<file path="src/rtl/ahb_lite_cmd_master.sv">
// AHB-Lite initiator: turns a valid/ready command stream into single pipelined
// AHB-Lite transfers and returns in-order responses through a small FIFO.
module ahb_lite_cmd_master #(
    parameter int         RSP_DEPTH = 2,
    parameter logic [3:0] HPROT_VAL = 4'b0011
) (
    input  logic        HCLK,
    input  logic        HRESET,
    input  logic        cmd_valid,
    output logic        cmd_ready,
    input  logic        cmd_write,
    input  logic [2:0]  cmd_size,
    input  logic [31:0] cmd_addr,
    input  logic [31:0] cmd_wdata,
    output logic        rsp_valid,
    input  logic        rsp_ready,
    output logic [31:0] rsp_rdata,
    output logic        rsp_err,
    output logic [31:0] HADDR,
    output logic [1:0]  HTRANS,
    output logic        HWRITE,
    output logic [2:0]  HSIZE,
    output logic [2:0]  HBURST,
    output logic [3:0]  HPROT,
    output logic        HMASTLOCK,
    output logic [31:0] HWDATA,
    input  logic [31:0] HRDATA,
    input  logic        HREADY,
    input  logic        HRESP
);
    localparam int PW = $clog2(RSP_DEPTH);
    localparam int CW = PW + 1;
    localparam logic [CW:0]   DEPTH_OCC = RSP_DEPTH[CW:0];
    localparam logic [CW-1:0] DEPTH_CNT = RSP_DEPTH[CW-1:0];

    logic          dphase_valid_reg;
    logic          dp_write_reg;
    logic [2:0]    dp_size_reg;
    logic [1:0]    dp_lo_reg;
    logic [31:0]   hwdata_reg;
    logic [31:0]   haddr_reg;
    logic          hwrite_reg;
    logic [2:0]    hsize_reg;
    logic [CW-1:0] count_reg;
    logic [PW-1:0] wr_ptr_reg;
    logic [PW-1:0] rd_ptr_reg;
    logic [32:0]   fifo_mem [RSP_DEPTH];

    logic          cmd_legal;
    logic          err_first;
    logic          room;
    logic          issue;
    logic          addr_done;
    logic          illegal_take;
    logic          dphase_done;
    logic          push;
    logic          pop;
    logic          push_err;
    logic [31:0]   push_rdata;
    logic [31:0]   rd_extract;
    logic [31:0]   wdata_rep;
    logic [CW:0]   occupancy;
    logic [7:0]    rd_lane [4];

    always_comb begin
        case (cmd_size)
            3'd0:    cmd_legal = 1'b1;
            3'd1:    cmd_legal = ~cmd_addr[0];
            3'd2:    cmd_legal = (cmd_addr[1:0] == 2'b00);
            default: cmd_legal = 1'b0;
        endcase
    end

    // Outstanding transfers (data phase + queued responses) must never exceed the FIFO.
    assign occupancy    = {1'b0, count_reg} + {{CW{1'b0}}, dphase_valid_reg};
    assign room         = occupancy < DEPTH_OCC;
    assign err_first    = dphase_valid_reg & HRESP & ~HREADY;
    assign issue        = cmd_valid & cmd_legal & ~err_first & room;
    assign addr_done    = issue & HREADY;
    assign illegal_take = cmd_valid & ~cmd_legal & ~dphase_valid_reg & (count_reg != DEPTH_CNT);
    assign cmd_ready    = addr_done | illegal_take;
    assign dphase_done  = dphase_valid_reg & HREADY;
    assign push         = dphase_done | illegal_take;
    assign pop          = rsp_valid & rsp_ready;

    assign HTRANS    = issue ? 2'b10 : 2'b00;
    assign HADDR     = issue ? cmd_addr : haddr_reg;
    assign HWRITE    = issue ? cmd_write : hwrite_reg;
    assign HSIZE     = issue ? cmd_size : hsize_reg;
    assign HBURST    = 3'b000;
    assign HPROT     = HPROT_VAL;
    assign HMASTLOCK = 1'b0;
    assign HWDATA    = hwdata_reg;

    for (genvar gi = 0; gi < 4; gi++) begin : g_lane
        assign rd_lane[gi] = HRDATA[8*gi +: 8];
    end

    always_comb begin
        case (dp_size_reg)
            3'd0:    rd_extract = {24'd0, rd_lane[dp_lo_reg]};
            3'd1:    rd_extract = {16'd0, dp_lo_reg[1] ? HRDATA[31:16] : HRDATA[15:0]};
            default: rd_extract = HRDATA;
        endcase
    end

    always_comb begin
        case (cmd_size)
            3'd0:    wdata_rep = {4{cmd_wdata[7:0]}};
            3'd1:    wdata_rep = {2{cmd_wdata[15:0]}};
            default: wdata_rep = cmd_wdata;
        endcase
    end

    // Illegal commands only ever push when no data phase is live, so one push source at a time.
    assign push_err   = dphase_done ? HRESP : 1'b1;
    assign push_rdata = (dphase_done && !dp_write_reg) ? rd_extract : 32'd0;

    always_ff @(posedge HCLK) begin
        if (HRESET) begin
            dphase_valid_reg <= 1'b0;
            dp_write_reg     <= 1'b0;
            dp_size_reg      <= 3'd0;
            dp_lo_reg        <= 2'd0;
            hwdata_reg       <= 32'd0;
            haddr_reg        <= 32'd0;
            hwrite_reg       <= 1'b0;
            hsize_reg        <= 3'd0;
            count_reg        <= '0;
            wr_ptr_reg       <= '0;
            rd_ptr_reg       <= '0;
        end else begin
            if (addr_done) begin
                dphase_valid_reg <= 1'b1;
                dp_write_reg     <= cmd_write;
                dp_size_reg      <= cmd_size;
                dp_lo_reg        <= cmd_addr[1:0];
                hwdata_reg       <= wdata_rep;
                haddr_reg        <= cmd_addr;
                hwrite_reg       <= cmd_write;
                hsize_reg        <= cmd_size;
            end else if (dphase_done) begin
                dphase_valid_reg <= 1'b0;
            end
            if (push) wr_ptr_reg <= wr_ptr_reg + PW'(1);
            if (pop)  rd_ptr_reg <= rd_ptr_reg + PW'(1);
            case ({push, pop})
                2'b10:   count_reg <= count_reg + CW'(1);
                2'b01:   count_reg <= count_reg - CW'(1);
                default: count_reg <= count_reg;
            endcase
        end
    end

    always_ff @(posedge HCLK) begin
        if (push) fifo_mem[wr_ptr_reg] <= {push_err, push_rdata};
    end

    assign rsp_valid = (count_reg != '0);
    assign {rsp_err, rsp_rdata} = fifo_mem[rd_ptr_reg];
endmodule

</file>
<file path="config.mk">
export PLATFORM = sky130hd
export DESIGN_NAME = ahb_lite_cmd_master
export DESIGN_NICKNAME = d
export VERILOG_FILES = /design/src/rtl/ahb_lite_cmd_master.sv
export SDC_FILE = /design/constraint.sdc
export NUM_CORES = 1
export LEC_CHECK = 0
export CORE_MARGIN = 10
export CORE_UTILIZATION = 35
export DETAILED_ROUTE_END_ITERATION = 12
export GPL_ROUTABILITY_DRIVEN = 0
export MAX_ROUTING_LAYER = met4
export PLACE_DENSITY_LB_ADDON = 0.12
export SYNTH_ARGS = -nofsm -noshare
export SYNTH_HDL_FRONTEND = slang
export SYNTH_SLANG_ARGS = --single-unit
</file>
<file path="constraint.sdc">
create_clock -name HCLK -period 2.8 [get_ports HCLK]
set_input_delay 0.56 -clock HCLK [delete_from_list [all_inputs] [get_ports HCLK]]
set_output_delay 0.56 -clock HCLK [all_outputs]
set_load 0.005 [all_outputs]
</file>
==> results of run 1 <==
how the worst max path moves through the flow:
stage	startpoint	end	slack, ps	cells after the start
after CTS	HRESP	HADDR[0]	-20	9
after global placement	cmd_size[0]	HADDR[0]	-360	7
after global routing	count_reg[1]	HADDR[1]	20	7
final	cmd_size[1]	HADDR[2]	110	8
after floorplan	cmd_size[2]	fifo_mem[0][0]	20	3
after detailed placement	cmd_addr[0]	HADDR[0]	-400	7
routing by layer:
metal / track usage [%] / part of all wire (%) / vias up
li1: - / - / 2753
met1: 21.5 / 42 / 2746
met2: 29.8 / 49 / 213
met3: 6.10 / 8.4 / 18
met4: 4.46 / 0.89 / 0
met5: - / 0 / -
layout make-up:
| class | count | area (um2) |
|---|---|---|
| Clock inverter | 13 | 165 |
| Multi-Input combinational cell | 432 | 3000 |
| Antenna cell | 1 | 2.50 |
| Timing Repair Buffer | 253 | 2440 |
| Clock buffer | 19 | 433 |
| Fill cell | 1685 | 8980 |
| Sequential cell | 140 | 3460 |
| Inverter | 4 | 15.0 |
| Tap cell | 260 | 325 |
synthesized netlist by cell type:
cell       number  area (um2)
a21oi_1        78         390
dfxtp_1        74        1480
edfxtp_1       66        1980
o21ai_0        57         285
mux2_2         49         552
nand3_1        43         215
clkbuf_1       37         139
nand2_1        36         135
mux2i_1        24         240
and2_1         20         125
nor2_1         19        71.3
mux2_1         18         203
buf_4          12        90.1
buf_2          11        55.1
mux2_4         10         150
a211oi_1        8        60.1
a22oi_1         8        60.1
a311oi_1        8        70.1
o2111ai_1       8        70.1
o211ai_1        8        60.1
o21ai_1         5        25.0
buf_1           4        15.0
inv_1           4        15.0
or2_2           4        25.0
buf_6           3        33.8
nand2b_1        3        18.8
conb_1          2        7.51
nor2_2          2        12.5
nor2b_1         2        12.5
nor3_2          2        20.0
o31ai_1         2        15.0
xnor2_1         2        17.5
ha_1            1        12.5
nand2_4         1        11.3
nor3b_1         1        7.51
o2111a_1        1        11.3
o2111ai_2       1        15.0
or3_1           1        6.26
xor2_1          1        8.76
cell families (layout without fill, tap and decap cells):
group | Yosys count | after routing | synth area share (%)
buffers and inverters | 71 | 289 | 5.17
XOR/XNOR | 3 | 3 | 0.391
adder cells (fa/ha/maj) | 1 | 1 | 0.186
multiplexers | 101 | 101 | 17.0
flip-flops | 140 | 140 | 51.5
AO/OA/AOI/OAI | 184 | 184 | 15.8
other | 2 | 10 | 0.112
AND/OR/NAND/NOR | 134 | 134 | 9.82
power groups by stage:
stage                     sequential [mW]  clock [mW]  combinational, mW
after floorplan                      2.42           0              0.705
after global placement               2.43           0               1.53
after detailed placement             2.44           0               1.55
after CTS                            2.40        2.33               1.57
after global routing                 2.42        2.41               1.67
final                                2.40        2.28               1.54
timing repair:
item                                    in CTS  in global routing
endpoints found under the setup margin      38                 34
pin swaps                                    4                  4
resized for setup                           97                  7
hold buffers                                 0                  0
gates cloned                                 2                  0
buffers inserted                            11                  0
metrics by stage:
| step | setup TNS [ps] | total power [mW] |
|---|---|---|
| 2_1_floorplan | 0 | 3.12 |
| 3_3_place_gp | -22320 | 3.96 |
| 3_5_place_dp | -25530 | 3.99 |
| 4_1_cts | -24.7 | 6.31 |
| 5_1_grt | 0 | 6.50 |
| 6_report | 0 | 6.22 |
==> impl_metrics.tcl, run 1 <==
set metrics [dict create \
    max_cap_viol_count 0 \
    setup_violations 0 \
    min_from "HRESP" \
    max_freq_mhz 371 \
    cp.buffers_inverters 4 \
    final_common_cell "clkdlybuf4s50_1" \
    min_to "fifo_mem[1][32]" \
    largest_reg_flops 66 \
    grt_max_degree 68 \
    nNetsFinal 955 \
    path_cells "dlygate4sd2_1 -> a21oi_2 -> o2111a_2 -> nand2_8 -> buf_12 -> buf_4 -> mux2_2 -> clkdlybuf4s15_2" \
    layoutNonFillerInstCount 1122 \
    placed_area_um2 9150 \
    antenna_found_initial 1 \
    pre_cts_ws_ps -395 \
    core_area_um2 18800 \
    worstSetupStartpointType "primary input" \
    cp_slowest_stage_delay_ps 300 \
    drt_wl_total_um 22300 \
    combPwrFrac_pct 24.7 \
    rsz0062_at_grt "false" \
    cp_max_fo 6 \
    fin_ws_ps 108 \
    grt_pass1_wl_um 34500 \
    synth.distinct_cells 39 \
    ys_seq_elements 140 \
    r2r-start "count_reg[0]" \
    area_growth_pct 46.4 \
    p_clk_share_pct 36.7 \
    switching_share_pct 26.0 \
    dieArea_um2 25200 \
    via_per_inst 5.11 \
    p_per_area_nw_per_um2 632 \
    critical-path-top-delay-family "buffers and inverters" \
    slew_headroom_pct 31.5 \
    syn_area_um2 6730 \
    mostFrequentLayoutCells "clkdlybuf4s50_1 (164), a21oi_1 (77), dfxtp_1 (74), edfxtp_1 (66), o21ai_0 (57)" \
    fin_util_pct 52.3 \
    start_util_pct 35.7 \
    drv_slew 0 \
    finClkSkew_ps 6.94 \
    final_layout_size_suffix_gt1_share_pct 19.3 \
    cts_root_buf "clkbuf_16" \
    r2r_cells 5 \
    dr_total_vias 5730 \
    first_pass_iters 5 \
    cp.required_ps 2240 \
    worst_pin_slew_ps 1020 \
    period_needed_ps 2690 \
    std_cell_rows 50 \
    worst_ep_arrival_time_ps 2130 \
    rrSetupSlack_ps 540 \
    htreeDepth 4 \
    status "finished, final reports clean" \
    irDropWorstVdd_uv 441 \
    avgRoutedWirePerCell_um 19.9 \
    clk_pin_slew_ps 60 \
    cts_sinks 140 \
    timing.rr.end "fifo_mem[0][5]" \
    final_hold_viol_count 0 \
    worst_hold_path.num_cells 2 \
    ys_seq_area_share_pct 51.5 \
    fin_crit_sh_pct 96.2 \
    drc_errors 0 \
    cts_buffers 17 \
    cts_tree "built" \
    grt-ovfl-total 0 \
    design_area_um2 9850 \
    io_buffers 209 \
    grt_pass1_vias 6169 \
    dpl.hpwl_um 16100 \
    power_leakage_nw 3.60 \
    seqPwrFrac_pct 38.6 \
    clk_latency_ps 430 \
    whs_ps 463 \
    ant_nets 0 \
    yosys_warnings 0 \
    clk_path_buf_depth 2 \
    p_switching_mw 1.62 \
    die_w_um 159 \
    placed_cells 1077 \
    grt_use_total_pct 18.3 \
    p_int_mw 4.60 \
    drt_iter0_markers 278 \
    io_pins 219 \
    worstSetupPathType "in -> out" \
    worstSetupEndpointType "output pin" \
    synthCells 636 \
    hold_class "in -> reg" \
    crit_path_top_delay_cell "o2111a_2" \
    synth_area_per_cell_um2 10.6 \
    die_y_um 159 \
]
Note: power is estimated with default switching activity, not from simulation.
==> run 2: changes to the inputs <==
- CTS_CLUSTER_SIZE: unset -> 24
==> results of run 2 <==
The final DEF is identical to that of run 1; final timing and power are the same.
==> run 3: changes to the inputs <==
- MAX_ROUTING_LAYER: met4 -> unset
==> impl_metrics.tcl, run 3 (same netlist as run 1, synthesis figures left out) <==
set metrics [dict create \
    status "finished, final reports clean" \
    final_layout_size_suffix_gt1_share_pct 19.3 \
    slew_headroom_pct 30.9 \
    diodes 0 \
    nNetsFinal 955 \
    met1_length_um 9230 \
    grt-ovfl-total 0 \
    n_fill_cell 1685 \
    htreeDepth 4 \
    topRoutingLayerUsed "met5" \
    hold_class "in -> reg" \
    register_area_um2 3460 \
    final_hold_viol_count 0 \
    cts_sinks 140 \
    dieArea_um2 25200 \
    clk_path_buf_depth 2 \
    drv_slew 0 \
    cp.required_ps 2240 \
    cts_tree "built" \
    max_cap_viol_count 0 \
    worstSetupEndpointType "output pin" \
    worstSetupPathType "in -> out" \
    avgRoutedWirePerCell_um 19.9 \
    die_w_um 159 \
    ant_nets 0 \
    rsz0062_at_grt "false" \
    dpl.hpwl_um 16100 \
    dr_total_vias 5718 \
    mostFrequentLayoutCells "clkdlybuf4s50_1 (164), a21oi_1 (77), dfxtp_1 (74), edfxtp_1 (66), o21ai_0 (57)" \
    via_per_inst 5.10 \
    layoutNonFillerInstCount 1121 \
    worstSetupStartpointType "primary input" \
    grt_use_total_pct 17.8 \
    start_util_pct 35.7 \
    cts_root_buf "clkbuf_16" \
    die_y_um 159 \
    grt_max_degree 68 \
    irDropWorstVdd_uv 433 \
    cts_buffers 17 \
    finClkSkew_ps 7.77 \
    final_common_cell "clkdlybuf4s50_1" \
    grt_pass1_wl_um 34700 \
    p_per_area_nw_per_um2 632 \
    wl_met3_um 1960 \
    worst_pin_slew_ps 1030 \
    io_pins 219 \
    wl_met2_um 10900 \
    setup-tns-final_ps 0 \
    drc_errors 0 \
    max_freq_mhz 371 \
    clk_pin_slew_ps 60 \
    cp_max_fo 6 \
    postCtsHoldBufs 0 \
    area_growth_pct 46.4 \
    core_area_um2 18800 \
    io_buffers 209 \
    largest_reg_flops 66 \
    grt_pass1_vias 6170 \
    placed_cells 1077 \
    setup_violations 0 \
    drt_wl_total_um 22300 \
    worst_ep_arrival_time_ps 2140 \
    first_pass_iters 5 \
    fin_crit_sh_pct 96.3 \
    drt_iter0_markers 321 \
    clk_latency_ps 420 \
    std_cell_rows 50 \
    period_needed_ps 2700 \
    multiInputGateArea_um2 3000 \
    antenna_found_initial 1 \
    power_leakage_nw 3.60 \
]
## run 3: cell types whose count changed in the layout (fill, tap and decap cells not counted), sizes merged
cell	previous run	this run
diode	1	0
## run 3: critical path, cell delays in order
cell and delay, ps:
dlygate4sd2_1 260, a21oi_2 120, o2111a_2 300, nand2_8 110, buf_12 170, buf_4 130
mux2_2 260, clkdlybuf4s15_2 210
## run 3: area by class of cell
class,instances,share of cell area (%)
repair buffers,253,24.8
multi-input cells,432,30.5
well taps,260,3.30
inverters,4,0.153
clock buffers,19,4.40
clock inverters,13,1.68
flip-flops and latches,140,35.2
## run 3: power by group
part           internal, mW  total, mW  switching (mW)
Sequential             2.33       2.40          0.0767
Clock                  1.40       2.28           0.877
Combinational         0.874       1.54           0.665
## run 3: path summary, 6_finish.rpt
path                                     from               to  slack, ps  cells after the start
worst min-delay path                    HRESP  fifo_mem[1][32]        470                      2
worst max register to register   count_reg[0]   fifo_mem[0][5]        540                      5
worst min register to register  haddr_reg[31]    haddr_reg[31]        480                      2
worst max-delay path              cmd_size[1]         HADDR[2]        100                      8
## run 3: stage by stage
step	utilization [%]	cell area [um2]	total power, mW	hold WS (ps)	worst slack (ps)
after floorplan	-	6750	3.12	450	15.4
after global routing	52.3	9840	6.50	467	13.8
final	52.3	9840	6.22	468	104
after detailed placement	48.6	9150	3.99	468	-395
after CTS	52.4	9870	6.31	476	-24.7
after global placement	48.6	9150	3.96	461	-359
## run 3: timing repair
action	CTS	global route
gates cloned	2	0
resized for setup	97	7
hold endpoints to repair	0	0
pin swaps	4	4
endpoints found under the setup margin	38	34
buffers inserted	11	0
## run 3: per-layer routing
layer	vias up	track usage, %
met5	-	0
li1	2750	-
met1	2753	20.8
met2	195	29.8
met4	2	4.19
met3	18	7.15
